--- src/rtl/serial_subtractor_4bits.sv ---
// Bit-serial N-bit subtractor: D = A - B - Bin (mod 2^N) with borrow-out.
// One full-subtractor cell is reused LSB first over N cycles behind a start/busy/done handshake.
module serial_subtractor_4bits #(
  parameter int N = 4
) (
  input  logic         clk,
  input  logic         rst_n,
  input  logic         start,
  input  logic [N-1:0] a,
  input  logic [N-1:0] b,
  input  logic         bin,
  output logic         busy,
  output logic         done,
  output logic [N-1:0] d,
  output logic         bout,
  output logic [1:0]   state_dbg_o
);

  localparam int CW = $clog2(N) + 1;

  // Handshake: start is sampled only in IDLE; the accepting edge captures a/b/bin.
  // busy is high for exactly N cycles after that edge, then done pulses for one
  // cycle with d/bout already valid. start seen in SHIFT or DONE is dropped.
  typedef enum logic [1:0] {
    IDLE  = 2'd0,
    SHIFT = 2'd1,
    DONE  = 2'd2
  } state_t;

  state_t        state_q, state_d;
  logic [N-1:0]  ra_q, ra_d;
  logic [N-1:0]  rb_q, rb_d;
  logic [N-1:0]  rr_q, rr_d;
  logic          borrow_q, borrow_d;
  logic [CW-1:0] cnt_q, cnt_d;
  logic [N-1:0]  d_q, d_d;
  logic          bout_q, bout_d;

  logic diff;
  logic borrow_nx;

  always_ff @(posedge clk or negedge rst_n) begin
    if (!rst_n) begin
      state_q  <= IDLE;
      ra_q     <= '0;
      rb_q     <= '0;
      rr_q     <= '0;
      borrow_q <= 1'b0;
      cnt_q    <= '0;
      d_q      <= '0;
      bout_q   <= 1'b0;
    end else begin
      state_q  <= state_d;
      ra_q     <= ra_d;
      rb_q     <= rb_d;
      rr_q     <= rr_d;
      borrow_q <= borrow_d;
      cnt_q    <= cnt_d;
      d_q      <= d_d;
      bout_q   <= bout_d;
    end
  end

  always_comb begin
    state_d   = state_q;
    ra_d      = ra_q;
    rb_d      = rb_q;
    rr_d      = rr_q;
    borrow_d  = borrow_q;
    cnt_d     = cnt_q;
    d_d       = d_q;
    bout_d    = bout_q;
    diff      = ra_q[0] ^ rb_q[0] ^ borrow_q;
    borrow_nx = (~ra_q[0] & rb_q[0]) | (~(ra_q[0] ^ rb_q[0]) & borrow_q);

    case (state_q)
      IDLE: begin
        if (start) begin
          ra_d     = a;
          rb_d     = b;
          borrow_d = bin;
          cnt_d    = '0;
          state_d  = SHIFT;
        end
      end
      SHIFT: begin
        ra_d     = ra_q >> 1;
        rb_d     = rb_q >> 1;
        rr_d     = {diff, rr_q[N-1:1]};
        borrow_d = borrow_nx;
        cnt_d    = cnt_q + CW'(1);
        // Results are published only here, so d/bout never show partial sums.
        if (cnt_q == CW'(N - 1)) begin
          d_d     = {diff, rr_q[N-1:1]};
          bout_d  = borrow_nx;
          state_d = DONE;
        end
      end
      DONE: begin
        state_d = IDLE;
      end
      default: begin
        state_d = IDLE;
      end
    endcase
  end

  assign busy        = (state_q == SHIFT);
  assign done        = (state_q == DONE);
  assign d           = d_q;
  assign bout        = bout_q;
  assign state_dbg_o = state_q;

endmodule

--- config.mk ---
export PLATFORM = sky130hd
export DESIGN_NAME = serial_subtractor_4bits
export DESIGN_NICKNAME = d
export VERILOG_FILES = /design/src/rtl/serial_subtractor_4bits.sv
export SDC_FILE = /design/constraint.sdc
export NUM_CORES = 1
export LEC_CHECK = 0
export CAP_MARGIN = 25
export CORE_MARGIN = 2
export CORE_UTILIZATION = 53
export DETAILED_ROUTE_END_ITERATION = 12
export GPL_ROUTABILITY_DRIVEN = 0
export PLACE_DENSITY = 0.94
export SYNTH_ARGS = -nofsm -noshare
export SYNTH_HDL_FRONTEND = slang
export SYNTH_SLANG_ARGS = --single-unit
--- constraint.sdc ---
create_clock -name clk -period 4 [get_ports clk]
set_input_delay 0.8 -clock clk [delete_from_list [all_inputs] [get_ports clk]]
set_output_delay 0.8 -clock clk [all_outputs]
set_load 0.02 [all_outputs]
==> results of run 1 <==
==> metrics by stage <==
step	hold slack, ns	utilization
6_report	0.491	0.716
2_1_floorplan	0.446	-
3_3_place_gp	0.461	0.695
3_5_place_dp	0.472	0.695
5_1_grt	0.525	0.716
4_1_cts	0.498	0.716
==> sequential cells by signal, indices dropped and copies added (netlist names) <==
name / count
d: 4
ra_q: 4
rb_q: 4
cnt_q: 3
rr_q: 3
state_dbg_o: 2
borrow_q: 1
bout: 1
==> layout by cell type (no fill, tap or decap) <==
cell type,count
clkdlybuf4s50_1,20
nor2_4,1
or2_1,1
clkbuf_4,3
mux2_4,4
nand2b_1,2
o21ai_0,8
dfrtp_1,22
o22ai_1,9
nor2b_1,2
nor2_1,4
inv_1,7
clkbuf_8,1
nand3b_4,1
o221a_2,1
a21oi_1,5
a221oi_2,1
nand2_1,14
ha_1,2
nand3b_1,2
o221a_1,1
fa_1,1
o32ai_1,1
==> final cells by class <==
cell class | count | area [µm²]
repair buffers | 20 | 200
inverters | 7 | 26.3
flip-flops and latches | 22 | 551
well taps | 25 | 31.3
fillers | 134 | 502
clock buffers | 4 | 36.3
multi-input cells | 60 | 418
==> power groups by stage <==
stage	sequential, W	combinational [W]	clock (W)
2_1_floorplan	0.000422	0.000313	0
3_3_place_gp	0.000411	0.000450	0
4_1_cts	0.000414	0.000466	0.000124
6_report	0.000416	0.000465	0.000124
3_5_place_dp	0.000420	0.000464	0
5_1_grt	0.000430	0.000517	0.000134
==> per-layer routing <==
| layer | routed length (µm) | global-route usage | vias up | part of all wire |
|---|---|---|---|---|
| met5 | 0 | 0 | - | 0 |
| met2 | 919 | 0.293 | 22 | 0.47 |
| met4 | 19 | 0.0973 | 0 | 0.0097 |
| met1 | 914 | 0.275 | 359 | 0.47 |
| met3 | 100 | 0.0491 | 2 | 0.051 |
| li1 | - | - | 366 | - |
==> cells by family (layout without fill, tap and decap cells) <==
| kind of cell | after synthesis | after routing | synth area share |
|---|---|---|---|
| AO/OA/AOI/OAI | 26 | 26 | 0.163 |
| adder cells (fa/ha/maj) | 3 | 3 | 0.0439 |
| buffers and inverters | 11 | 31 | 0.0561 |
| flip-flops | 22 | 22 | 0.537 |
| multiplexers | 4 | 4 | 0.0585 |
| AND/OR/NAND/NOR | 27 | 27 | 0.141 |
==> path summary, 6_finish.rpt <==
| path | start | to |
|---|---|---|
| hold reg to reg | bout | bout |
| hold / removal | bout | bout |
| max in group asynchronous | rst_n | rb_q[1] |
| setup reg to reg | state_dbg_o[1] | borrow_q |
| min in group asynchronous | rst_n | rb_q[3] |
| setup / recovery | state_dbg_o[0] | busy |
==> worst reg2reg max path: cells and delay by family (launching register included) <==
family                 cells  cell delay, ns
flip-flops                 1            0.59
AND/OR/NAND/NOR            1            0.43
buffers and inverters      1            0.21
AO/OA/AOI/OAI              1            0.24
==> out/results.ini, run 1 <==
[outcome]
status = finished, final reports clean

[clocking]
clk_latency_ns = 0.31
cts_made_buffers = 3
cts_sinks = 22
h-tree-depth = 1
cts_tree = done
cts_resized = 0
post-cts-setup-buffers = 0
clock_path_buffers = 2
cts_root_buffer = clkbuf_4
clkSlewWorstSetupHoldPaths_ns = 0.12
hold_buffers = 0

[placed_design]
post-dp-hpwl_mm = 1.46
placed_cell_area_um2 = 1230
port_buffers = 20
dpl.cell_count = 134
place_worst_setup_slack_ns = 1.39

[min_path]
hp-class = flip-flop to flip-flop
hold-path-cell-count = 2

[critical_path]
cpLargestDelayFamily = buffers and inverters
cp_num_cells = 3
critPathMaxFanout = 12
slowest_delay_ns = 0.64
cp.required_ns = 3.20
worstPathArrival_ns = 2.19
path_buf_inv = 2
crit_path_end_kind = output pin
r2r_cells = 3
crit_path_cell_trace = nand2b_1 > inv_1 > clkdlybuf4s50_1
cp-start-kind = flip-flop
critPathKind = flip-flop to output pin
cpMaxStageDelayCell = clkdlybuf4s50_1
reg2reg_slack_ns = 2.45

[cells_and_area]
antenna_cells = 0
fin_nets = 129
syn_to_final_growth_pct = 23.0
final_area_um2 = 1260
drive_gt1_frac = 0.106
final_cells = 138

[power_and_ir_drop]
cellLeakagePower_nw = 0.587
max-vdd-ir-drop_mv = 0.522
p_sw_w = 0.000396
seqPwrFrac = 0.414
p_per_area_nw_per_um2 = 796
power_frac_comb = 0.463
p_sw_frac = 0.394
power_w = 0.00101
internal-power_w = 0.000609
clock_power_share = 0.123

[global_route]
grt_pass1_vias = 685
grt_antenna_before_repair = 0
grt-ovfl-total = 0
grt_start_max_net_pins = 23
grtUsageTotal = 0.199
grt_pass1_wl_mm = 3.06

[routing]
wl_per_cell_um = 14.2
drtIter0Drc = 15
ant_nets = 0
wirelength_mm = 1.95
drt_drc_violations_left = 0
num_vias = 749
first_pass_iters = 4
vias_per_cell = 5.43

[die]
dieWidth_um = 48.0
row_count = 15
core-area_um2 = 1760
die_height_um = 48.0
dieArea_um2 = 2300
ios = 21
start_util = 0.582

[yosys]
synth.most_common_cell = dfrtp_1
synth_area_leader_cell = dfrtp_1
synth_cell_types = 23
yosys-top-cells-count = dfrtp_1, nand2_1, o22ai_1
async_flop_share = 1.00
syn-mean-instance-area_um2 = 11.0
yosys_warnings = 0
synthFlopType = dfrtp_1
synth.top_cell.area_share = 0.537
synth.area.top_cells = dfrtp_1, mux2_4, o22ai_1
postSynthCellCount = 93
synth_area_um2 = 1030
syn_nets = 108
synth_edf_count = 0
ys_seq_area_frac = 0.537
synth-seq-cells = 22

[sta]
fin_ws_ns = 1.01
slew_viol_final = 0
final-setup-viol-count = 0
relSlewSlack = 0.364
fin_tns_setup_ns = 0
finalCriticalPeriod_ns = 2.99
worst_slew_pin_slew_ns = 0.951
fmax_mhz = 334
finClkSkew_ns = 0.00169
fin_crit_sh = 0.748
grt_setup_unrepaired = false
hold_violations = 0

[run]
cap_violations = 0

Note: power is estimated with default switching activity, not from simulation.
==> run 2: changes to the inputs <==
--- a/config.mk
+++ b/config.mk
@@ -7,10 +7,10 @@
 export LEC_CHECK = 0
 export CAP_MARGIN = 25
 export CORE_MARGIN = 2
-export CORE_UTILIZATION = 53
+export CORE_UTILIZATION = 49
 export DETAILED_ROUTE_END_ITERATION = 12
 export GPL_ROUTABILITY_DRIVEN = 0
-export PLACE_DENSITY = 0.94
+export PLACE_DENSITY = 0.89
 export SYNTH_ARGS = -nofsm -noshare
 export SYNTH_HDL_FRONTEND = slang
 export SYNTH_SLANG_ARGS = --single-unit
==> constraint.sdc (replaced) <==
create_clock -name clk -period 3 [get_ports clk]
set_input_delay 0.6 -clock clk [delete_from_list [all_inputs] [get_ports clk]]
set_output_delay 0.6 -clock clk [all_outputs]
set_load 0.02 [all_outputs]
==> out/results.ini, run 2 (synthesis results as in run 1) <==
[outcome]
status = finished, final reports clean

[clocking]
cts_sinks = 22
clkSlewWorstSetupHoldPaths_ns = 0.11
clk_latency_ns = 0.30
post-cts-setup-buffers = 0
clock_path_buffers = 2
cts_root_buffer = clkbuf_4
cts_made_buffers = 3
hold_buffers = 0
cts_tree = done
cts_resized = 0
h-tree-depth = 1

[routing]
drt_drc_violations_left = 0
vias_per_cell = 5.65
first_pass_iters = 4
wirelength_mm = 2.07
num_vias = 791
drtIter0Drc = 12
wl_per_cell_um = 14.8
ant_nets = 0

[run]
cap_violations = 0

[power_and_ir_drop]
internal-power_w = 0.000786
max-vdd-ir-drop_mv = 0.640
p_sw_w = 0.000518
p_per_area_nw_per_um2 = 1020
power_frac_comb = 0.476
cellLeakagePower_nw = 0.592
clock_power_share = 0.100
seqPwrFrac = 0.424
p_sw_frac = 0.397

[critical_path]
crit_path_cell_trace = nand2b_1 > inv_1 > clkdlybuf4s50_1
worstPathArrival_ns = 2.20
slowest_delay_ns = 0.65
cpMaxStageDelayCell = clkdlybuf4s50_1
critPathKind = flip-flop to output pin
cp.required_ns = 2.40
crit_path_end_kind = output pin
cp-start-kind = flip-flop
critPathMaxFanout = 12

[global_route]
grt-ovfl-total = 0
grtUsageTotal = 0.195
grt_antenna_before_repair = 0
grt_pass1_vias = 824
grt_pass1_wl_mm = 3.62
grt_start_max_net_pins = 23

[die]
die_height_um = 49.8
dieArea_um2 = 2480
start_util = 0.523
row_count = 16
ios = 21
core-area_um2 = 1960
dieWidth_um = 49.8

[min_path]
hp-class = flip-flop to flip-flop

[sta]
relSlewSlack = 0.696
hold_violations = 0
fmax_mhz = 357
final-setup-viol-count = 0
finalCriticalPeriod_ns = 2.80
slew_viol_final = 0
fin_tns_setup_ns = 0
fin_crit_sh = 0.933
worst_slew_pin_slew_ns = 0.454
grt_setup_unrepaired = false
finClkSkew_ns = 0.00332

[cells_and_area]
layout_common_cells = dfrtp_1, clkdlybuf4s50_1, nand2_1, o22ai_1, o21ai_0
fin_nets = 130
fillerInstances = 167
syn_to_final_growth_pct = 24.4
drive_gt1_frac = 0.106
antenna_cells = 0
final_util = 0.651
layout_commonest_cell = dfrtp_1

[placed_design]
post-dp-hpwl_mm = 1.54
port_buffers = 20

-- run 2: changes by cell type in the layout (fill, tap and decap cells not counted) --
cell and delta:
clkbuf_8 -1, clkbuf_16 +1
-- run 2: path summary, 6_finish.rpt --
kind	startpoint	to	slack, ns	depth (start not counted)
hold reg to reg	bout	bout	0.50	2
max in group asynchronous	rst_n	borrow_q	2.21	2
setup reg to reg	state_dbg_o[1]	borrow_q	1.44	3
setup / recovery	state_dbg_o[0]	busy	0.20	3
min in group asynchronous	rst_n	rr_q[2]	0.65	2
hold / removal	bout	bout	0.50	2
-- run 2: stage by stage --
stage	setup WS, ns	power [W]	hold WS (ns)	std cells	cell area, µm²
finish	0.202	0.00130	0.501	140	1280
global route	0.0470	0.00141	0.556	140	1280
global placement	0.638	0.00115	0.467	136	1230
detailed placement	0.576	0.00118	0.484	136	1230
floorplan	1.33	0.000980	0.304	93	1030
CTS	0.214	0.00131	0.510	139	1250
-- run 2: layout make-up --
| type | count | area, µm² | share of cell area |
|---|---|---|---|
| Timing Repair Buffer | 21 | 225 | 0.176 |
| Clock buffer | 3 | 22.5 | 0.0176 |
| Multi-Input combinational cell | 60 | 418 | 0.327 |
| Tap cell | 27 | 33.8 | 0.0265 |
| Sequential cell | 22 | 551 | 0.431 |
| Inverter | 7 | 26.3 | 0.0206 |
-- run 2: worst max-delay path, delay by kind of cell, from the launching register on --
family	cells	cell delay, ns
AND/OR/NAND/NOR	1	0.35
flip-flops	1	0.63
buffers and inverters	2	0.92
-- run 2: power by group through the flow --
stage	sequential (W)	clock (W)	combinational, W
global route	0.000574	0.000146	0.000687
global placement	0.000549	0	0.000601
CTS	0.000550	0.000134	0.000623
finish	0.000553	0.000130	0.000621
detailed placement	0.000557	0	0.000620
floorplan	0.000562	0	0.000418
-- run 2: routing by layer --
layer	vias to the layer above	global-route usage	share of wire
li1	364	-	-
met4	0	0.0880	0.036
met5	-	0	0
met3	11	0.0424	0.059
met1	385	0.250	0.43
met2	31	0.316	0.48
